[config.mk]
export PLATFORM = sky130hd
export DESIGN_NAME = info_banner_scheduler_flat
export DESIGN_NICKNAME = d
export VERILOG_FILES = /design/src/rtl/info_banner_scheduler_pkg.sv /design/src/rtl/info_banner_scheduler_if.sv /design/src/rtl/info_banner_scheduler_fifo.sv /design/src/rtl/info_banner_scheduler.sv /design/src/flat_wrapper.sv
export SDC_FILE = /design/constraint.sdc
export NUM_CORES = 1
export LEC_CHECK = 0
export CAP_MARGIN = 15
export CORE_ASPECT_RATIO = 1.2
export CORE_UTILIZATION = 62
export CTS_CLUSTER_SIZE = 14
export DETAILED_ROUTE_END_ITERATION = 8
export DONT_BUFFER_PORTS = 1
export PLACE_DENSITY = 0.78
export SLEW_MARGIN = 20
export SYNTH_ARGS = -nofsm -noshare
export SYNTH_HDL_FRONTEND = slang
export SYNTH_SLANG_ARGS = --single-unit
[constraint.sdc]
create_clock -name clk -period 2.6 [get_ports clk]
set_input_delay 0.39 -clock clk [delete_from_list [all_inputs] [get_ports clk]]
set_output_delay 0.39 -clock clk [all_outputs]
set_load 0.02 [all_outputs]
[src/rtl/info_banner_scheduler_pkg.sv]
// info_banner_scheduler_pkg: banner message/state types, position table and sticky rule
package info_banner_scheduler_pkg;
   typedef enum logic [1:0] {WELCOME, LEVEL_UP, PAUSE, GAME_OVER} msg_t;
   typedef enum logic [1:0] {IDLE, SHOW, GAP} state_t;
   // {X, Y} top-left corner of each banner bitmap, indexed by msg_t
   localparam logic [21:0] BANNER_POS [4] = '{
      {11'd170, 11'd10}, {11'd260, 11'd200}, {11'd280, 11'd220}, {11'd240, 11'd200}};
   function automatic logic is_sticky(msg_t m);
      return m == GAME_OVER;
   endfunction
endpackage

[src/rtl/info_banner_scheduler_if.sv]
// info_banner_scheduler_if: game-control <-> banner scheduler signals
// master = game FSM side (frame strobe, requests, cancel), slave = scheduler side (banner outputs, status)
interface info_banner_scheduler_if;
   import info_banner_scheduler_pkg::*;
   logic        startOfFrame, req_valid, req_ready, cancel, banner_enable, busy, done;
   msg_t        req_msg, banner_msg;
   logic [10:0] banner_topLeftX, banner_topLeftY;
   modport master (output startOfFrame, req_valid, req_msg, cancel,
                   input  req_ready, banner_enable, banner_msg, banner_topLeftX, banner_topLeftY, busy, done);
   modport slave  (input  startOfFrame, req_valid, req_msg, cancel,
                   output req_ready, banner_enable, banner_msg, banner_topLeftX, banner_topLeftY, busy, done);
endinterface

[src/rtl/info_banner_scheduler_fifo.sv]
// info_banner_scheduler_fifo: power-of-2 FIFO of pending banner requests
// Ports: clk, resetN (sync, active low), flush, push/din, pop/dout (show-ahead), full, empty
module info_banner_scheduler_fifo #(
   parameter int DEPTH = 4,
   parameter int W     = 2
) (
   input  logic         clk,
   input  logic         resetN,
   input  logic         flush,
   input  logic         push,
   input  logic         pop,
   input  logic [W-1:0] din,
   output logic [W-1:0] dout,
   output logic         full,
   output logic         empty
);
   localparam int AW = $clog2(DEPTH);
   logic [W-1:0] r_mem [DEPTH];
   logic [AW-1:0] r_wp, r_rp;
   logic [AW:0] r_cnt;
   logic w_wr, w_rd;
   assign full  = r_cnt == (AW+1)'(DEPTH);
   assign empty = r_cnt == '0;
   assign dout  = r_mem[r_rp];
   // a push while full is rejected even if a pop frees a slot in the same cycle
   assign w_wr  = push && !full && !flush;
   assign w_rd  = pop && !empty && !flush;
   always_ff @(posedge clk)
      if (w_wr) r_mem[r_wp] <= din;
   always_ff @(posedge clk)
      if (!resetN || flush) begin
         r_wp  <= '0;
         r_rp  <= '0;
         r_cnt <= '0;
      end else begin
         r_wp  <= r_wp + AW'(w_wr);
         r_rp  <= r_rp + AW'(w_rd);
         r_cnt <= r_cnt + (AW+1)'(w_wr) - (AW+1)'(w_rd);
      end
endmodule

[src/rtl/info_banner_scheduler.sv]
// info_banner_scheduler: queues banner requests and shows each for a fixed frame count with optional blink
// Ports: clk, resetN (sync, active low), bus (slave): startOfFrame/req/cancel in;
//        banner_enable/msg/topLeftX/topLeftY, req_ready, busy, done out
module info_banner_scheduler
   import info_banner_scheduler_pkg::*;
#(
   parameter int FIFO_DEPTH   = 4,
   parameter int SHOW_FRAMES  = 120,
   parameter int BLINK_FRAMES = 15,
   parameter int GAP_FRAMES   = 30
) (
   input logic clk,
   input logic resetN,
   info_banner_scheduler_if.slave bus
);
   localparam int SHOW_N = SHOW_FRAMES == 0 ? 1 : SHOW_FRAMES;
   localparam int CMAX = SHOW_N > GAP_FRAMES ? SHOW_N : GAP_FRAMES;
   localparam int CW = $clog2(CMAX + 1);
   localparam int BW = BLINK_FRAMES < 2 ? 1 : $clog2(BLINK_FRAMES);
   localparam logic [CW-1:0] SHOW_M1 = CW'(SHOW_N - 1);
   localparam logic [CW-1:0] GAP_M1 = CW'(GAP_FRAMES == 0 ? 0 : GAP_FRAMES - 1);
   localparam logic [BW-1:0] BLINK_M1 = BW'(BLINK_FRAMES == 0 ? 0 : BLINK_FRAMES - 1);
   state_t r_state, w_state_n;
   logic [CW-1:0] r_frame, w_frame_n;
   logic [BW-1:0] r_blink, w_blink_n;
   logic r_phase, w_phase_n, r_en, w_en_n, r_done, w_done_n;
   msg_t r_msg, w_msg_n, w_head;
   logic [10:0] r_x, r_y, w_x_n, w_y_n;
   logic [1:0] w_dout;
   logic w_push, w_pop, w_full, w_empty;
   assign w_push = bus.req_valid && !bus.cancel;
   assign w_head = msg_t'(w_dout);
   info_banner_scheduler_fifo #(.DEPTH(FIFO_DEPTH), .W(2)) u_fifo (
      .clk(clk), .resetN(resetN), .flush(bus.cancel), .push(w_push), .pop(w_pop),
      .din(bus.req_msg), .dout(w_dout), .full(w_full), .empty(w_empty));
   always_comb begin
      w_pop = 1'b0;
      w_state_n = r_state;
      w_frame_n = r_frame;
      w_blink_n = r_blink;
      w_phase_n = r_phase;
      w_en_n = r_en;
      w_done_n = 1'b0;
      w_msg_n = r_msg;
      {w_x_n, w_y_n} = {r_x, r_y};
      if (bus.cancel) begin
         w_state_n = IDLE;
         w_frame_n = '0;
         w_blink_n = '0;
         w_en_n = 1'b0;
      end else
         unique case (r_state)
            IDLE:
               if (!w_empty) begin
                  w_pop = 1'b1;
                  w_msg_n = w_head;
                  {w_x_n, w_y_n} = BANNER_POS[w_head];
                  w_frame_n = '0;
                  w_blink_n = '0;
                  w_phase_n = 1'b1;
                  w_en_n = 1'b1;
                  w_state_n = SHOW;
               end
            SHOW:
               if (bus.startOfFrame) begin
                  if (!is_sticky(r_msg) && r_frame == SHOW_M1) begin
                     w_state_n = GAP_FRAMES == 0 ? IDLE : GAP;
                     w_frame_n = '0;
                     w_en_n = 1'b0;
                     w_done_n = 1'b1;
                  end else begin
                     // saturate so a sticky banner never wraps the counter
                     w_frame_n = r_frame == SHOW_M1 ? r_frame : r_frame + 1'b1;
                     if (BLINK_FRAMES > 0 && r_blink == BLINK_M1) begin
                        w_phase_n = !r_phase;
                        w_blink_n = '0;
                     end else
                        w_blink_n = r_blink + 1'b1;
                     w_en_n = w_phase_n;
                  end
               end
            GAP:
               if (bus.startOfFrame) begin
                  w_state_n = r_frame == GAP_M1 ? IDLE : GAP;
                  w_frame_n = r_frame == GAP_M1 ? '0 : r_frame + 1'b1;
               end
            default: w_state_n = IDLE;
         endcase
   end
   always_ff @(posedge clk)
      if (!resetN) begin
         r_state <= IDLE;
         r_frame <= '0;
         r_blink <= '0;
         r_phase <= 1'b0;
         r_en <= 1'b0;
         r_done <= 1'b0;
         r_msg <= WELCOME;
         {r_x, r_y} <= BANNER_POS[WELCOME];
      end else begin
         r_state <= w_state_n;
         r_frame <= w_frame_n;
         r_blink <= w_blink_n;
         r_phase <= w_phase_n;
         r_en <= w_en_n;
         r_done <= w_done_n;
         r_msg <= w_msg_n;
         {r_x, r_y} <= {w_x_n, w_y_n};
      end
   assign bus.banner_enable = r_en;
   assign bus.banner_msg = r_msg;
   assign bus.banner_topLeftX = r_x;
   assign bus.banner_topLeftY = r_y;
   assign bus.done = r_done;
   assign bus.req_ready = !w_full;
   assign bus.busy = r_state != IDLE || !w_empty;
endmodule

[src/flat_wrapper.sv]
// flat-port wrapper written by rule: the top's interface ports become plain ports
module info_banner_scheduler_flat import info_banner_scheduler_pkg::*;
#(
   parameter int FIFO_DEPTH   = 4,
   parameter int SHOW_FRAMES  = 120,
   parameter int BLINK_FRAMES = 15,
   parameter int GAP_FRAMES   = 30
)
  (clk, resetN, bus_startOfFrame, bus_req_valid, bus_req_msg, bus_cancel, bus_req_ready, bus_banner_enable, bus_banner_msg, bus_banner_topLeftX, bus_banner_topLeftY, bus_busy, bus_done);
  info_banner_scheduler_if bus_i ();
  input logic clk;
  input logic resetN;
  input wire logic [$bits(bus_i.startOfFrame)-1:0] bus_startOfFrame;
  input wire logic [$bits(bus_i.req_valid)-1:0] bus_req_valid;
  input wire logic [$bits(bus_i.req_msg)-1:0] bus_req_msg;
  input wire logic [$bits(bus_i.cancel)-1:0] bus_cancel;
  output wire logic [$bits(bus_i.req_ready)-1:0] bus_req_ready;
  output wire logic [$bits(bus_i.banner_enable)-1:0] bus_banner_enable;
  output wire logic [$bits(bus_i.banner_msg)-1:0] bus_banner_msg;
  output wire logic [$bits(bus_i.banner_topLeftX)-1:0] bus_banner_topLeftX;
  output wire logic [$bits(bus_i.banner_topLeftY)-1:0] bus_banner_topLeftY;
  output wire logic [$bits(bus_i.busy)-1:0] bus_busy;
  output wire logic [$bits(bus_i.done)-1:0] bus_done;
  assign bus_i.startOfFrame = bus_startOfFrame;
  assign bus_i.req_valid = bus_req_valid;
  assign bus_i.req_msg = bus_req_msg;
  assign bus_i.cancel = bus_cancel;
  assign bus_req_ready = bus_i.req_ready;
  assign bus_banner_enable = bus_i.banner_enable;
  assign bus_banner_msg = bus_i.banner_msg;
  assign bus_banner_topLeftX = bus_i.banner_topLeftX;
  assign bus_banner_topLeftY = bus_i.banner_topLeftY;
  assign bus_busy = bus_i.busy;
  assign bus_done = bus_i.done;
  info_banner_scheduler #(.FIFO_DEPTH(FIFO_DEPTH), .SHOW_FRAMES(SHOW_FRAMES), .BLINK_FRAMES(BLINK_FRAMES), .GAP_FRAMES(GAP_FRAMES)) u_core (.clk(clk), .resetN(resetN), .bus(bus_i));
endmodule
==> results.sh, run 1 <==
export IMPL_critPathLaunchType="flop"
export IMPL_power_total_mw=1.289
export IMPL_drive_gt1_frac=0.08051
export IMPL_min_from="resetN"
export IMPL_synthArstFlopShare=0
export IMPL_leakagePower_nw=0.8467
export IMPL_post_drt_wl_per_cell_um=13.17
export IMPL_rows=23
export IMPL_finalSetupViolations=0
export IMPL_h_tree_depth=2
export IMPL_cts_resized=0
export IMPL_cts_buffers=5
export IMPL_dp_cells=265
export IMPL_cts_tree="built"
export IMPL_grt_pass1_wl_mm=6.085
export IMPL_r2r_start="u_core.r_state[0]"
export IMPL_yosysTopAreaCell="dfxtp_1"
export IMPL_rsz0062_at_grt="no"
export IMPL_mostFrequentLayoutCells="33 x nand2_1, 33 x dfxtp_1, 16 x nor2_1, 16 x ha_1, 13 x a21oi_1"
export IMPL_post_route_min_period_ns=2.295
export IMPL_synth_area_mm2=0.002180
export IMPL_peakVddDrop_mv=0.4382
export IMPL_crit_arrival_ns=2.46
export IMPL_fin_crit_sh=0.8828
export IMPL_avgSynthCellArea_um2=9.158
export IMPL_core_area_mm2=0.003338
export IMPL_detail_route_vias_per_cell=5.667
export IMPL_initial_utilization=0.6529
export IMPL_drc_errors=0
export IMPL_path_max_fanout=6
export IMPL_n_antenna_cell=0
export IMPL_dieArea_mm2=0.003758
export IMPL_synth_warnings=0
export IMPL_post_cts_buffers=0
export IMPL_slew_headroom=0.5244
export IMPL_die_y_um=66.95
export IMPL_gp_congestion=0.8621
export IMPL_post_layout_nonfiller_instances=273
export IMPL_synth_ff_type="dfxtp_1"
export IMPL_hold_slack_ns=0.1594
export IMPL_cp_end_kind="flop"
export IMPL_final_hold_viol_count=0
export IMPL_synth_distinct_cells=52
export IMPL_synth_top_area_frac=0.3031
export IMPL_ys_seq_area_frac=0.4133
export IMPL_place_hpwl_mm=2.740
export IMPL_finalNetCount=259
export IMPL_drt_pre_antenna_iters=6
export IMPL_min_path_type="in2reg"
export IMPL_grt_remaining_overflow=0
export IMPL_ant_nets=0
export IMPL_synth_edf_count=8
export IMPL_netlist_top_cells_area="dfxtp_1 30%, edfxtp_1 11%, ha_1 9.2%"
export IMPL_synthToLayoutAreaGrowth_pct=3.617
export IMPL_clockBufferDepth=2
export IMPL_report_final_slew_viol_count=0
export IMPL_drt_iter0_markers=57
export IMPL_post_place_ws_ns=0.2981
export IMPL_numClockSinks=41
export IMPL_worst_setup_path_type="reg2reg"
export IMPL_clk_latency_ns=0.29
export IMPL_tns_ns=0
export IMPL_worst_pin_slew_ns=0.7119
export IMPL_max_freq_ghz=0.4357
export IMPL_wirelength_mm=3.595
export IMPL_cts_hold_buf=0
export IMPL_grt_usage=0.2107
export IMPL_antenna_found_initial=0
export IMPL_startpoint="u_core.r_state[0]"
export IMPL_grt_max_degree=14
export IMPL_first_global_vias=1391
export IMPL_io_buffers=0
export IMPL_ios=35
export IMPL_placed_area_mm2=0.002151
export IMPL_worst_slack_ns=0.3048
export IMPL_die_w_um=56.13
export IMPL_clk_pin_slew_ns=0.08
export IMPL_synthCells=238
export IMPL_cts_root_buf="clkbuf_8"
export IMPL_outcome="finished clean"
export IMPL_cp_required_ns=2.77
export IMPL_max_cap_viol_count=0
export IMPL_final_util=0.6765
export IMPL_vias=1547
export IMPL_finish_instance_area_mm2=0.002258
export IMPL_ys_ff_latch=41
export IMPL_power_density_mw_per_mm2=570.9
export IMPL_finalClockSkew_ns=0.007433
-- cell usage after synthesis, types with 2 or more instances --
cell type  instances
dfxtp_1           33
nand2_1           33
ha_1              16
nor2_1            16
buf_4             14
a21oi_1           13
inv_1              9
nand3_1            9
edfxtp_1           8
a21boi_0           7
o21ai_0            6
nor3_1             5
clkbuf_1           4
or3_1              4
and2_1             3
and3_1             3
buf_2              3
nand2b_1           3
nand3b_1           3
xnor2_1            3
xor2_1             3
a31oi_1            2
conb_1             2
mux4_2             2
nand4b_1           2
nor2b_1            2
nor4_1             2
o211a_1            2
o22ai_1            2
o31ai_1            2
-- where the power goes --
part           total (mW)  internal [mW]  switching [mW]  leakage, nW
clock               0.485          0.285           0.201       0.0552
sequential          0.679          0.660          0.0191        0.339
combinational       0.125         0.0448          0.0799        0.452
total                1.29          0.990           0.300        0.847
-- flip-flops by register name (all words and copies together) (netlist names) --
name                        flops
u_core.u_fifo.r_mem             8
u_core.r_frame                  7
u_core.bus.banner_topLeftX      6
u_core.r_blink                  4
u_core.bus.banner_topLeftY      3
u_core.u_fifo.r_cnt             3
u_core.r_state                  2
u_core.u_fifo.r_rp              2
u_core.u_fifo.r_wp              2
u_core.bus.banner_enable        1
u_core.bus.banner_msg           1
u_core.bus.done                 1
u_core.r_phase                  1
-- worst max-delay path, cell delays in order, from the launching register on --
cell and delay (ns):
dfxtp_1 0.41, inv_1 0.12, ha_1 0.29, o211ai_1 0.12, o21ai_0 0.10, nor3_1 0.15
ha_1 0.18, inv_1 0.05, fa_1 0.40, xor2_1 0.18, xnor2_1 0.14, nor2_1 0.05
-- routing by layer --
layer | global-route usage | vias to the layer above | share of wire
li1 | - | 798 | -
met1 | 0.2354 | 715 | 0.43
met2 | 0.3720 | 29 | 0.52
met3 | 0.07379 | 5 | 0.045
met4 | 0.07317 | 0 | 0.011
met5 | 0 | - | 0
-- cell families after synthesis --
kind of cell,count (synthesis),share of synthesized area
adders and majority gates,17,0.1010
and+or+nand+nor,93,0.2141
muxes,3,0.02526
buffers and inverters,31,0.07921
AOI/OAI and AO/OA,45,0.1395
other,2,0.003446
xor gates and xnor gates,6,0.02411
DFF,41,0.4133
-- cell type report --
cell class                 count  area (um^2)
sequential                    41        900.9
clock buffer                   6        72.57
inverter                       9        33.78
tap                           37        46.29
timing repair buffer           5        37.54
fill                         280         1080
clock inverter                 2        35.03
multi-input combinational    173         1132
-- final timing paths --
check	end	slack (ns)	depth (start not counted)
max reg2reg	u_core.u_fifo.r_cnt[2]	0.30	11
min	u_core.bus.banner_topLeftX[7]	0.16	1
max	u_core.u_fifo.r_cnt[2]	0.30	11
min reg2reg	u_core.r_frame[1]	0.50	2
(Power assumes the default switching activity.)
==> run 2: changes to the inputs <==
--- a/config.mk
+++ b/config.mk
@@ -12,6 +12,7 @@
 export DETAILED_ROUTE_END_ITERATION = 8
 export DONT_BUFFER_PORTS = 1
 export PLACE_DENSITY = 0.78
+export SETUP_SLACK_MARGIN = 0.5
 export SLEW_MARGIN = 20
 export SYNTH_ARGS = -nofsm -noshare
 export SYNTH_HDL_FRONTEND = slang
==> constraint.sdc (replaced) <==
create_clock -name clk -period 2.6 [get_ports clk]
set_input_delay 0.52 -clock clk [delete_from_list [all_inputs] [get_ports clk]]
set_output_delay 0.52 -clock clk [all_outputs]
set_load 0.02 [all_outputs]
==> run 2 against run 1 <==
Effect of this change:
- setup slack improved by 0.18 ns
- power rose by 1.2%
- sequential cell count did not move
- sequential share of layout area fell by 1.0 points
- first-iteration DRC count rose by 25%
- critical endpoint unchanged
- clock skew fell by 0.00067 ns
- non-clock buffer count rose by 4
- core utilization rose by 2.4 points
- die area did not move
==> results.sh, run 2 (synthesized netlist as in run 1, its figures left out) <==
export IMPL_outcome="finished clean"
export IMPL_worst_setup_path_type="reg2reg"
export IMPL_fin_crit_sh=0.8145
export IMPL_grt_remaining_overflow=0
export IMPL_post_drt_wl_per_cell_um=13.84
export IMPL_synthToLayoutAreaGrowth_pct=7.233
export IMPL_switchingPower_mw=0.3100
export IMPL_r2r_start="u_core.r_state[1]"
export IMPL_post_route_min_period_ns=2.118
export IMPL_antenna_found_initial=0
export IMPL_combinationalPowerShare=0.105
export IMPL_place_hpwl_mm=2.740
export IMPL_finalSetupViolations=0
export IMPL_p_clk_frac=0.376
export IMPL_cp_num_buf_inv=2
export IMPL_cts_hold_buf=0
export IMPL_mostFrequentLayoutCells="33 x nand2_1, 31 x dfxtp_1, 16 x nor2_1"
export IMPL_largest_reg_flops=8
export IMPL_final_seq_area_um2=908.4
export IMPL_crit_end="u_core.u_fifo.r_cnt[2]"
export IMPL_reg2reg_slack_ns=0.48
export IMPL_drt_iter0_markers=71
export IMPL_clockBufferDepth=2
export IMPL_sw_frac_of_total=0.2375
export IMPL_rsz0062_at_grt="yes"
export IMPL_critPathLaunchType="flop"
export IMPL_final_hold_viol_count=0
export IMPL_startpoint="u_core.r_state[1]"
export IMPL_grt_max_degree=14
export IMPL_grt_usage=0.2136
export IMPL_cp_required_ns=2.77
export IMPL_leakagePower_nw=0.8700
export IMPL_numClockSinks=41
export IMPL_drive_gt1_frac=0.1375
export IMPL_ant_nets=0
export IMPL_h_tree_depth=2
export IMPL_power_density_mw_per_mm2=558.5
export IMPL_peakVddDrop_mv=0.4458
export IMPL_max_freq_ghz=0.4722
export IMPL_io_buffers=0
export IMPL_worst_pin_slew_ns=0.7327
export IMPL_power_frac_seq=0.519
export IMPL_path_max_fanout=5
export IMPL_grt_pass1_wl_mm=6.168
export IMPL_crit_chain="inv_4, ha_4, o211ai_1, o21ai_1, nor3_1, ha_2, inv_2, fa_2, xor2_2, xnor2_1, nor2_1"
export IMPL_top_register="u_core.u_fifo.r_mem"
export IMPL_cp_end_kind="flop"
export IMPL_gp_congestion=0.8621
export IMPL_clk_latency_ns=0.29
export IMPL_power_total_mw=1.305
export IMPL_die_y_um=66.95
export IMPL_final_common_cell="nand2_1"
export IMPL_slowest_stage="dfxtp_4"
export IMPL_drt_pre_antenna_iters=5
export IMPL_n_antenna_cell=0
export IMPL_rr_endpoint="u_core.u_fifo.r_cnt[2]"
export IMPL_rows=23
export IMPL_min_path_type="in2reg"
export IMPL_tns_ns=0
export IMPL_initial_utilization=0.6529
export IMPL_n_fill_cell=265
export IMPL_cts_tree="built"
export IMPL_first_global_vias=1397
export IMPL_hold_slack_ns=0.2877
export IMPL_vias=1579
export IMPL_cts_root_buf="clkbuf_8"
export IMPL_core_area_mm2=0.003338
export IMPL_detail_route_vias_per_cell=5.700
export IMPL_cpPeakStageDelay_ns=0.39
export IMPL_report_final_slew_viol_count=0
export IMPL_cpLargestDelayFamily="adder cells"
export IMPL_dieArea_mm2=0.003758
export IMPL_wirelength_mm=3.833
export IMPL_cts_buffers=5
export IMPL_slew_headroom=0.5051
export IMPL_hold_path_depth=1
export IMPL_reg2reg_depth=11
export IMPL_cp_depth=11
export IMPL_max_cap_viol_count=0
export IMPL_clk_pin_slew_ns=0.08
export IMPL_die_w_um=56.13
export IMPL_ios=35
export IMPL_multi_input_area_mm2=0.001171
export IMPL_intPower_mw=0.9953
export IMPL_crit_arrival_ns=2.29
export IMPL_finalClockSkew_ns=0.006763
export IMPL_finalNetCount=263
export IMPL_drc_errors=0
==> run 2: cell count changes in the layout (fill, tap and decap cells not counted), moves of 2 or more <==
cell	delta
buf_4	+4
inv_1	-3
dfxtp_1	-2
dfxtp_4	+2
ha_1	-2
inv_2	+2
==> run 2: area by class of cell <==
class	count	area share
Multi-Input combinational cell	173	0.5011
Timing Repair Buffer	9	0.02891
Clock buffer	6	0.03105
Tap cell	37	0.01981
Clock inverter	2	0.01499
Sequential cell	41	0.3887
Inverter	9	0.01552
==> run 2: how the worst min path moves through the flow <==
stage / start / end / slack [ns]
detailed placement: u_core.r_blink[3] / u_core.r_blink[3] / 0.49
global route: resetN / u_core.bus.banner_topLeftX[7] / 0.27
finish: resetN / u_core.bus.banner_topLeftX[7] / 0.29
CTS: resetN / u_core.bus.banner_topLeftX[7] / 0.28
floorplan: u_core.r_blink[3] / u_core.r_blink[3] / 0.46
global placement: u_core.r_blink[3] / u_core.r_blink[3] / 0.49
==> run 2: what timing repair did <==
action | CTS | global route
gates resized for setup | 4 | 14
buffers inserted | 0 | 4
pin swaps | 0 | 5
setup endpoints to repair | 7 | 11
gates cloned | 0 | 0
==> run 2: power by group through the flow <==
stage / sequential [mW] / clock, mW / combinational [mW]
after floorplan: 0.690 / 0 / 0.123
after global placement: 0.693 / 0 / 0.125
after detailed placement: 0.694 / 0 / 0.125
after CTS: 0.679 / 0.504 / 0.126
after global routing: 0.680 / 0.534 / 0.153
final: 0.678 / 0.491 / 0.137
==> run 2: through the flow <==
stage / setup WS, ns / util / std cells / cell area [um^2]
after floorplan: 0.5126 / - / 245 / 2206
after global placement: 0.3586 / 0.6443 / 265 / 2151
after detailed placement: 0.2981 / 0.6443 / 265 / 2151
after CTS: 0.4130 / 0.6780 / 273 / 2263
after global routing: 0.3965 / 0.7002 / 277 / 2337
final: 0.4824 / 0.7002 / 277 / 2337
==> run 2: per-layer routing <==
layer | up-vias | global-route usage | share of wire
met5 | - | 0 | 0
met4 | 0 | 0.07317 | 0.014
met3 | 7 | 0.07379 | 0.051
met2 | 37 | 0.3750 | 0.51
met1 | 727 | 0.2415 | 0.42
li1 | 808 | - | -
